### src/rtl/dm_responder.sv
// Data-memory responder: memory-side end of the MEM-stage data port.
// A single-port word array with multi-cycle read latency sits behind a posted-write buffer.
// Reads that hit the buffer are answered next cycle (youngest matching entry wins); misses
// stall the requester for RD_LAT cycles while the array is read. The buffer drains one entry
// per cycle into the array whenever the array port is otherwise idle.
//
// Ports:
//   clk_i        clock, all state on posedge
//   rst_ni       asynchronous reset, active-low
//   req_addr_i   request word address (only the low $clog2(DEPTH) bits are used)
//   req_re_i     read request
//   req_we_i     write request (wins over req_re_i when both are set)
//   req_wdata_i  write data
//   hold_o       combinational stall: request not accepted this cycle
//   rsp_valid_o  registered one-cycle pulse, rsp_rdata_o valid
//   rsp_rdata_o  read data, held until the next rsp_valid_o
//   wb_count_o   posted writes pending
//   err_o        sticky: read and write requested together
module dm_responder #(
  parameter int unsigned AW       = 16,
  parameter int unsigned DW       = 16,
  parameter int unsigned DEPTH    = 256,
  parameter int unsigned WB_DEPTH = 4,
  parameter int unsigned RD_LAT   = 2
) (
  input  logic                        clk_i,
  input  logic                        rst_ni,
  input  logic [AW-1:0]               req_addr_i,
  input  logic                        req_re_i,
  input  logic                        req_we_i,
  input  logic [DW-1:0]               req_wdata_i,
  output logic                        hold_o,
  output logic                        rsp_valid_o,
  output logic [DW-1:0]               rsp_rdata_o,
  output logic [$clog2(WB_DEPTH):0]   wb_count_o,
  output logic                        err_o
);

  localparam int unsigned IW = $clog2(DEPTH);
  localparam int unsigned PW = $clog2(WB_DEPTH);
  localparam int unsigned CW = PW + 1;
  localparam int unsigned LW = (RD_LAT > 1) ? $clog2(RD_LAT) : 1;

  typedef enum logic [1:0] {StIdle, StRdBusy, StRdDone} state_e;

  state_e          state_q, state_d;
  logic [LW-1:0]   cnt_q, cnt_d;

  logic [IW-1:0]   wb_addr_q [WB_DEPTH];
  logic [DW-1:0]   wb_data_q [WB_DEPTH];
  logic [PW-1:0]   head_q, tail_q;
  logic [CW-1:0]   count_q;
  logic [DW-1:0]   mem_q [DEPTH];
  logic [IW-1:0]   rd_idx_q;
  logic            rsp_valid_q;
  logic [DW-1:0]   rsp_rdata_q;
  logic            err_q;

  logic [IW-1:0]   idx;
  logic            rd_req, req_any, full;
  logic            hit;
  logic [DW-1:0]   hit_data;
  logic            miss_start, miss_acc, hit_acc, push, drain, hold;
  logic            unused_addr;

  // Upper address bits alias onto the array.
  assign idx         = req_addr_i[IW-1:0];
  assign unused_addr = ^req_addr_i[AW-1:IW];
  assign rd_req      = req_re_i & ~req_we_i;
  assign req_any     = req_re_i | req_we_i;
  assign full        = (count_q == CW'(WB_DEPTH));

  // Scan oldest to youngest so the youngest match is the one left standing.
  always_comb begin
    logic [PW-1:0] slot;
    hit      = 1'b0;
    hit_data = '0;
    slot     = '0;
    for (int unsigned i = 0; i < WB_DEPTH; i++) begin
      slot = head_q + PW'(i);
      if ((CW'(i) < count_q) && (wb_addr_q[slot] == idx)) begin
        hit      = 1'b1;
        hit_data = wb_data_q[slot];
      end
    end
  end

  // A miss seen in StRdDone is held there and starts on the following idle cycle.
  assign miss_start = (state_q == StIdle) & rd_req & ~hit;
  assign miss_acc   = (state_q == StRdBusy) & (cnt_q == '0);
  assign hit_acc    = (state_q != StRdBusy) & rd_req & hit;
  assign push       = req_we_i & ~hold;
  // The array port is shared: drain only when no miss read owns it.
  assign drain      = (state_q == StIdle) & ~miss_start & (count_q != '0);

  // FSM state register.
  always_ff @(posedge clk_i or negedge rst_ni) begin
    if (!rst_ni) begin
      state_q <= StIdle;
      cnt_q   <= '0;
    end else begin
      state_q <= state_d;
      cnt_q   <= cnt_d;
    end
  end

  // FSM next state.
  always_comb begin
    state_d = state_q;
    cnt_d   = cnt_q;
    unique case (state_q)
      StIdle: begin
        if (miss_start) begin
          state_d = StRdBusy;
          cnt_d   = LW'(RD_LAT - 1);
        end
      end
      StRdBusy: begin
        if (cnt_q == '0) state_d = StRdDone;
        else             cnt_d   = cnt_q - LW'(1);
      end
      StRdDone: state_d = StIdle;
      default:  state_d = StIdle;
    endcase
  end

  // FSM outputs. While busy only the stalled read may be presented; it is released on the
  // last busy cycle.
  always_comb begin
    hold = 1'b0;
    unique case (state_q)
      StIdle, StRdDone: hold = req_we_i ? full : (rd_req & ~hit);
      StRdBusy:         hold = req_any & ((cnt_q != '0) | ~rd_req);
      default:          hold = 1'b0;
    endcase
  end

  // Buffer pointers, response and error flag.
  always_ff @(posedge clk_i or negedge rst_ni) begin
    if (!rst_ni) begin
      head_q      <= '0;
      tail_q      <= '0;
      count_q     <= '0;
      rd_idx_q    <= '0;
      rsp_valid_q <= 1'b0;
      rsp_rdata_q <= '0;
      err_q       <= 1'b0;
    end else begin
      if (push)  tail_q <= tail_q + PW'(1);
      if (drain) head_q <= head_q + PW'(1);
      if (push && !drain)      count_q <= count_q + CW'(1);
      else if (drain && !push) count_q <= count_q - CW'(1);
      if (miss_start) rd_idx_q <= idx;
      rsp_valid_q <= hit_acc | miss_acc;
      if (hit_acc)       rsp_rdata_q <= hit_data;
      else if (miss_acc) rsp_rdata_q <= mem_q[rd_idx_q];
      if (req_re_i && req_we_i) err_q <= 1'b1;
    end
  end

  // Buffer payload and array contents carry no reset.
  always_ff @(posedge clk_i) begin
    if (push) begin
      wb_addr_q[tail_q] <= idx;
      wb_data_q[tail_q] <= req_wdata_i;
    end
  end

  always_ff @(posedge clk_i) begin
    if (drain) mem_q[wb_addr_q[head_q]] <= wb_data_q[head_q];
  end

  assign hold_o      = hold;
  assign rsp_valid_o = rsp_valid_q;
  assign rsp_rdata_o = rsp_rdata_q;
  assign wb_count_o  = count_q;
  assign err_o       = err_q;

endmodule

### config.mk
export PLATFORM = sky130hd
export DESIGN_NAME = dm_responder
export DESIGN_NICKNAME = d
export VERILOG_FILES = /design/src/rtl/dm_responder.sv
export SDC_FILE = /design/constraint.sdc
export NUM_CORES = 2
export LEC_CHECK = 0
export BUFFER_PORTS_ARGS = -buffer_cell sky130_fd_sc_hd__buf_4
export CORE_ASPECT_RATIO = 0.6
export CORE_MARGIN = 4
export CORE_UTILIZATION = 55
export CTS_CLUSTER_SIZE = 30
export DETAILED_ROUTE_END_ITERATION = 8
export GPL_ROUTABILITY_DRIVEN = 0
export PLACE_DENSITY_LB_ADDON = 0.1
export SLEW_MARGIN = 10
export SYNTH_ARGS = -nofsm -noshare
export SYNTH_HDL_FRONTEND = slang
export SYNTH_MEMORY_MAX_BITS = 65536
export SYNTH_SLANG_ARGS = --single-unit
### constraint.sdc
create_clock -name clk_i -period 29.3 [get_ports clk_i]
set_clock_uncertainty 0.15 [all_clocks]
set_input_delay 0 -clock clk_i [delete_from_list [all_inputs] [get_ports clk_i]]
set_output_delay 0 -clock clk_i [all_outputs]
set_load 0.02 [all_outputs]
; ---- Yosys cells after proc, flatten, opt, wreduce, memory -nomap -nowiden
; Memory sizes are Yosys's and may differ from the RTL's.
; Index checks and enable logic that the tools add are counted.
[totals]
output_inout_bits = 22
ramBits = 4192
memories = 3
ff_bits = 36
[mem_list]
columns = name, words, word_bits, rd, rd_clocked_by_memory_dff, wr, line
row1 = mem_q, 256, 16, 1, 0, 1, 53  ; logic [DW-1:0] mem_q [DEPTH];
row2 = wb_data_q, 4, 16, 4, 0, 1, 50  ; logic [DW-1:0] wb_data_q [WB_DEPTH];
row3 = wb_addr_q, 4, 8, 4, 0, 1, 49  ; logic [IW-1:0] wb_addr_q [WB_DEPTH];
[classes]
eq_ne = 10
order_cmp = 4
n_mux = 24
n_reduce_logical = 17
bitwise = 20
addsub = 7
[op_table]
columns = cell, count
row1 = two-way mux 16 bit, 6
row2 = equality test 8 bit, 4
row3 = AND 1 bit, 11
row4 = two-way mux 1 bit, 11
row5 = logical AND 1 bit, 7
row6 = "< comparator 1 x 3 -> 1 bit, first input constant", 2
row7 = "< comparator 2 x 3 -> 1 bit, first input constant", 2
row8 = two-way mux 3 bit, 2
row9 = inverter 1 bit, 6
row10 = nonzero test 2 bit, 3
row11 = "adder 2 x 1 -> 2 bit, second input constant", 2
row12 = "adder 2 bit, second input constant", 2
row13 = two-way mux 2 bit, 2
row14 = "inequality test 2 bit, second input constant", 2
row15 = case mux 1 bit (2 select lines), 2
row16 = case mux 2 bit (2 select lines), 1
row17 = AND reduction 2 bit, 2
row18 = "adder 3 x 1 -> 3 bit, second input constant", 1
row19 = "equality test 3 bit, second input constant", 1
row20 = bitwise OR 1 bit, 3
row21 = nonzero test 3 bit, 1
row22 = "subtractor 3 x 1 -> 3 bit, second input constant", 1
row23 = "equality test 2 x 1 -> 1 bit, second input constant", 1
row24 = "equality test 2 bit, second input constant", 1
row25 = other kinds (5), 6

; ---- Logic depth before layout (Yosys ltp)
; An unclocked memory read counts as a cell.
[depth]
depth_word = 17
ltp_mapped = 16
depth_no_buf = 12

; ---- Worst setup path after synthesis
; Ideal clock, no wire load.
[synth_path]
path_kind = reg-to-reg
from = register head_q[1]
to = memory mem_q[0][12], data pin
path_stages_with_launch = 8
setup_ps = 1629
n_path_buf = 5
path_slack_ps = 18225
arrival_time_ps = 9296
path_cell_list = dfrtp_1 -> buf_6 -> buf_6 -> clkbuf_1 -> clkbuf_1 -> clkbuf_1 -> mux2i_1 -> mux2i_1
[synth_via]
elab_chain_len = 1
[synth_lines]
columns = item, line
row1 = from (decl), 51  ; logic [PW-1:0] head_q, tail_q;
row2 = from (signal assigned), 150  ; if (drain) head_q <= head_q + PW'(1);
row3 = memory read (4 x 16 bit), --
row4 = to (decl), 53
; No other way between the ends.

; ---- Final worst setup path
[layout_path]
from = register rd_idx_q[0]
to = register rsp_rdata_q[1] (netlist: rsp_rdata_o[1])
[layout_via]
elab_chain_len = 3
[layout_lines]
columns = item, line
row1 = from (decl), 54  ; logic [IW-1:0] rd_idx_q;
row2 = from (signal assigned), 153  ; if (miss_start) rd_idx_q <= idx;
row3 = memory read (256 x 16 bit), --
row4 = two-way mux 16 bit, 156  ; else if (miss_acc) rsp_rdata_q <= mem_q[rd_idx_q];
row5 = two-way mux 16 bit, 155  ; if (hit_acc) rsp_rdata_q <= hit_data;
row6 = to (signal assigned), 155
row7 = to (signal assigned), 156
row8 = to (decl), 56  ; logic [DW-1:0] rsp_rdata_q;
; No other way between the ends. The select of a mux whose other input is x is not followed.
; A chain may end at the register's enable or synchronous reset.

==> reports/metrics.cfg <==
[status]
status = complete, no violations

[global_route]
gr-usage-all-layers_pct = 29.4
antenna_found_initial = 31
grt_max_degree = 205
grt_pass1_vias = 81800
globalRoute.totalOverflow = 0
grt_first_pass_wirelength_mm = 637

[timing]
fin_setup_tns_ns = 0
finalHoldViolCount = 0
slew_headroom_pct = 1.12
rsz0062_at_grt = no
post-route-min-period_ns = 7.28
worstMarginPinSlew_ns = 1.48
clock.fmax_mhz = 137
setup_viol = 0
slew_violations = 0
fin_crit_sh_pct = 24.9

[synth]
yosys_warnings = 0
postSynthCellCount = 7969
synth_edf_count = 4192
syn-num-nets = 8014
async_flop_share_pct = 0.851
synth-seq-area-share_pct = 76.7
avgSynthCellArea_um2 = 20.8
synthDistinctLibCells = 71
ys.flop_type = edfxtp_1
synth-seq-cells = 4228
synth_area_um2 = 165000

[layout]
regArea_um2 = 127000
layout-drive-gt1-share_pct = 24.3
final_cell_mix = edfxtp_1 (4,192), mux4_2 (900), mux2i_1 (551), buf_4 (410), clkbuf_16 (385)
fin_nets = 8395
instances_no_fill = 12700
nFillCells = 20600
multiInputGateArea_um2 = 37100
final_common_cell = edfxtp_1
area_growth_pct = 11.8

[routing]
drt_first_iter_violations = 13700
wl_per_cell_um = 35.9
drc = 0
ant_nets = 0
num_vias = 85200
vias_per_cell = 6.72
wl_mm = 455
first_pass_iters = 8

[clock_network]
numCtsBuffers = 376
clockBufferDepth = 4
ctsResizeCount = 0
clock-sinks = 4228
cts-root-buf = clkbuf_16
cts.reportedPaths.clkPinSlew_ns = 0.07
h-tree-depth = 5
clock_latency_ns = 0.94
cts_tree = built

[setup_path]
worstSetupEndpointType = flip-flop
crit_type = reg2reg
crit_path_start_kind = flip-flop
cp.required_ns = 29.94
arrival_ns = 7.93
cp_max_fo = 80

[placed_design]
place_inst = 11900
io_buffers = 49
place_hpwl_mm = 268

[die]
rows = 155
die_area_um2 = 310000
start_util_pct = 55.4
core_um2 = 298000
ioPinCount = 58
fp.dieW_um = 716
die_y_um = 433

[power_and_ir_drop]
vdd_drop_max_uv = 137
p_per_area_nw_per_um2 = 108
total_power_mw = 20.0
leakage_nw = 58.2

[min_path]
hold_path.class = in2reg

[flow_run]
cap_violations = 0

[repair_timing]
item	CTS	global route
setup buffers	0	0
hold buffers	56	0
hold endpoints to repair	166	0
[path summary, 6_finish.rpt]
check,start,to,slack [ns],cells after the start
max in group asynchronous,rst_ni,rd_idx_q[1]$_DFFE_PN0P_,28.21,5
worst min register to register,state_q[1]$_DFFE_PN0P_,state_q[0]$_DFFE_PN0P_,0.33,1
worst max-delay path,rd_idx_q[0]$_DFFE_PN0P_,rsp_rdata_o[1]$_DFFE_PN0P_,22.02,13
worst min-delay path,req_we_i,tail_q[0]$_DFFE_PN0P_,0.08,4
min in group asynchronous,rst_ni,rsp_rdata_o[1]$_DFFE_PN0P_,0.52,5
worst max register to register,rd_idx_q[0]$_DFFE_PN0P_,rsp_rdata_o[1]$_DFFE_PN0P_,22.02,13
[cell usage after synthesis (all sizes together) (15+ instances only)]
master / n / area (µm²)
edfxtp: 4192 / 126000
mux4: 900 / 20300
mux2i: 555 / 5560
nor2: 407 / 1530
buf: 253 / 1250
clkbuf: 232 / 871
nand2: 183 / 687
o221ai: 170 / 1490
a21oi: 162 / 815
o21ai: 102 / 510
o22ai: 97 / 607
nand3: 73 / 400
nor3: 55 / 275
a211oi: 54 / 405
mux2: 51 / 574
a31oi: 39 / 259
dfrtp: 36 / 901
a22oi: 32 / 240
xnor2: 31 / 272
nor2b: 30 / 188
and2: 29 / 181
o211ai: 29 / 218
a311oi: 19 / 166
a221oi: 18 / 158
nor4: 17 / 106
nand2b: 16 / 100
inv: 15 / 56.3
or2: 15 / 93.8
[flip-flops by register name (all words and copies together), names as in the netlist, 2 cells and up]
name and count:
rd_idx_q 8, rsp_rdata_o 16, wb_data_q 64, state_q 2, head_q 2, mem_q 4096
tail_q 2, wb_count_o 3, wb_addr_q 32
[per-layer routing]
metal  up-vias  GRT usage, %  share of wire (%)
li1      34100             -                  -
met1     45100          45.9                 41
met2      5298          40.2                 42
met3       649          9.61                 14
met4         4          7.69                2.9
met5         -             0             0.0051
[cells by family (layout without fill, tap and decap cells)]
logic type | after synthesis | after routing | share of synthesized area (%)
DFF | 4228 | 4228 | 76.7
adders and majority gates | 9 | 9 | 0.0681
muxes | 1506 | 1506 | 16.0
xor gates and xnor gates | 42 | 42 | 0.222
buffers and inverters | 501 | 1181 | 1.32
and+or+nand+nor | 864 | 864 | 2.32
other | 0 | 12 | 0
AOI/OAI and AO/OA | 819 | 819 | 3.45
[area by class of cell]
| cell class | instances | area share, % |
|---|---|---|
| inverters | 16 | 0.0406 |
| repair buffers | 488 | 2.21 |
| diodes | 12 | 0.0162 |
| well taps | 4003 | 2.71 |
| clock buffers | 462 | 5.38 |
| flip-flops and latches | 4228 | 68.6 |
| clock inverters | 215 | 1.01 |
| multi-input cells | 3240 | 20.0 |
[power breakdown]
part / switching [mW] / internal (mW) / leakage [nW]
Sequential: 0.132 / 8.01 / 38.0
Clock: 2.17 / 2.69 / 5.80
Combinational: 4.90 / 2.12 / 14.4
[worst max-delay path: stages (launching register included)]
cell       delay, ns
dfrtp_4         0.81
buf_4           0.60
buf_4           0.58
buf_4           0.74
buf_12          0.49
mux4_2          0.36
nand2_1         0.06
and3_1          0.22
o21ai_0         0.15
o21ai_0         0.47
a2111oi_0       1.16
o31a_1          0.63
a221oi_1        0.23
a211oi_1        0.25
[per-stage QoR]
| stage | utilization [%] | worst slack, ns | cell area (µm²) | hold WS (ns) |
|---|---|---|---|---|
| after global placement | 57.8 | 22.18 | 172000 | -0.123 |
| after global routing | 62.0 | 21.74 | 185000 | 0.0726 |
| after CTS | 62.0 | 22.05 | 185000 | 0.00531 |
| after floorplan | - | 18.23 | 165000 | -0.446 |
| after detailed placement | 57.8 | 22.13 | 172000 | -0.123 |
| final | 62.0 | 22.02 | 185000 | 0.0791 |
Power figures use the tool's default switching activity.
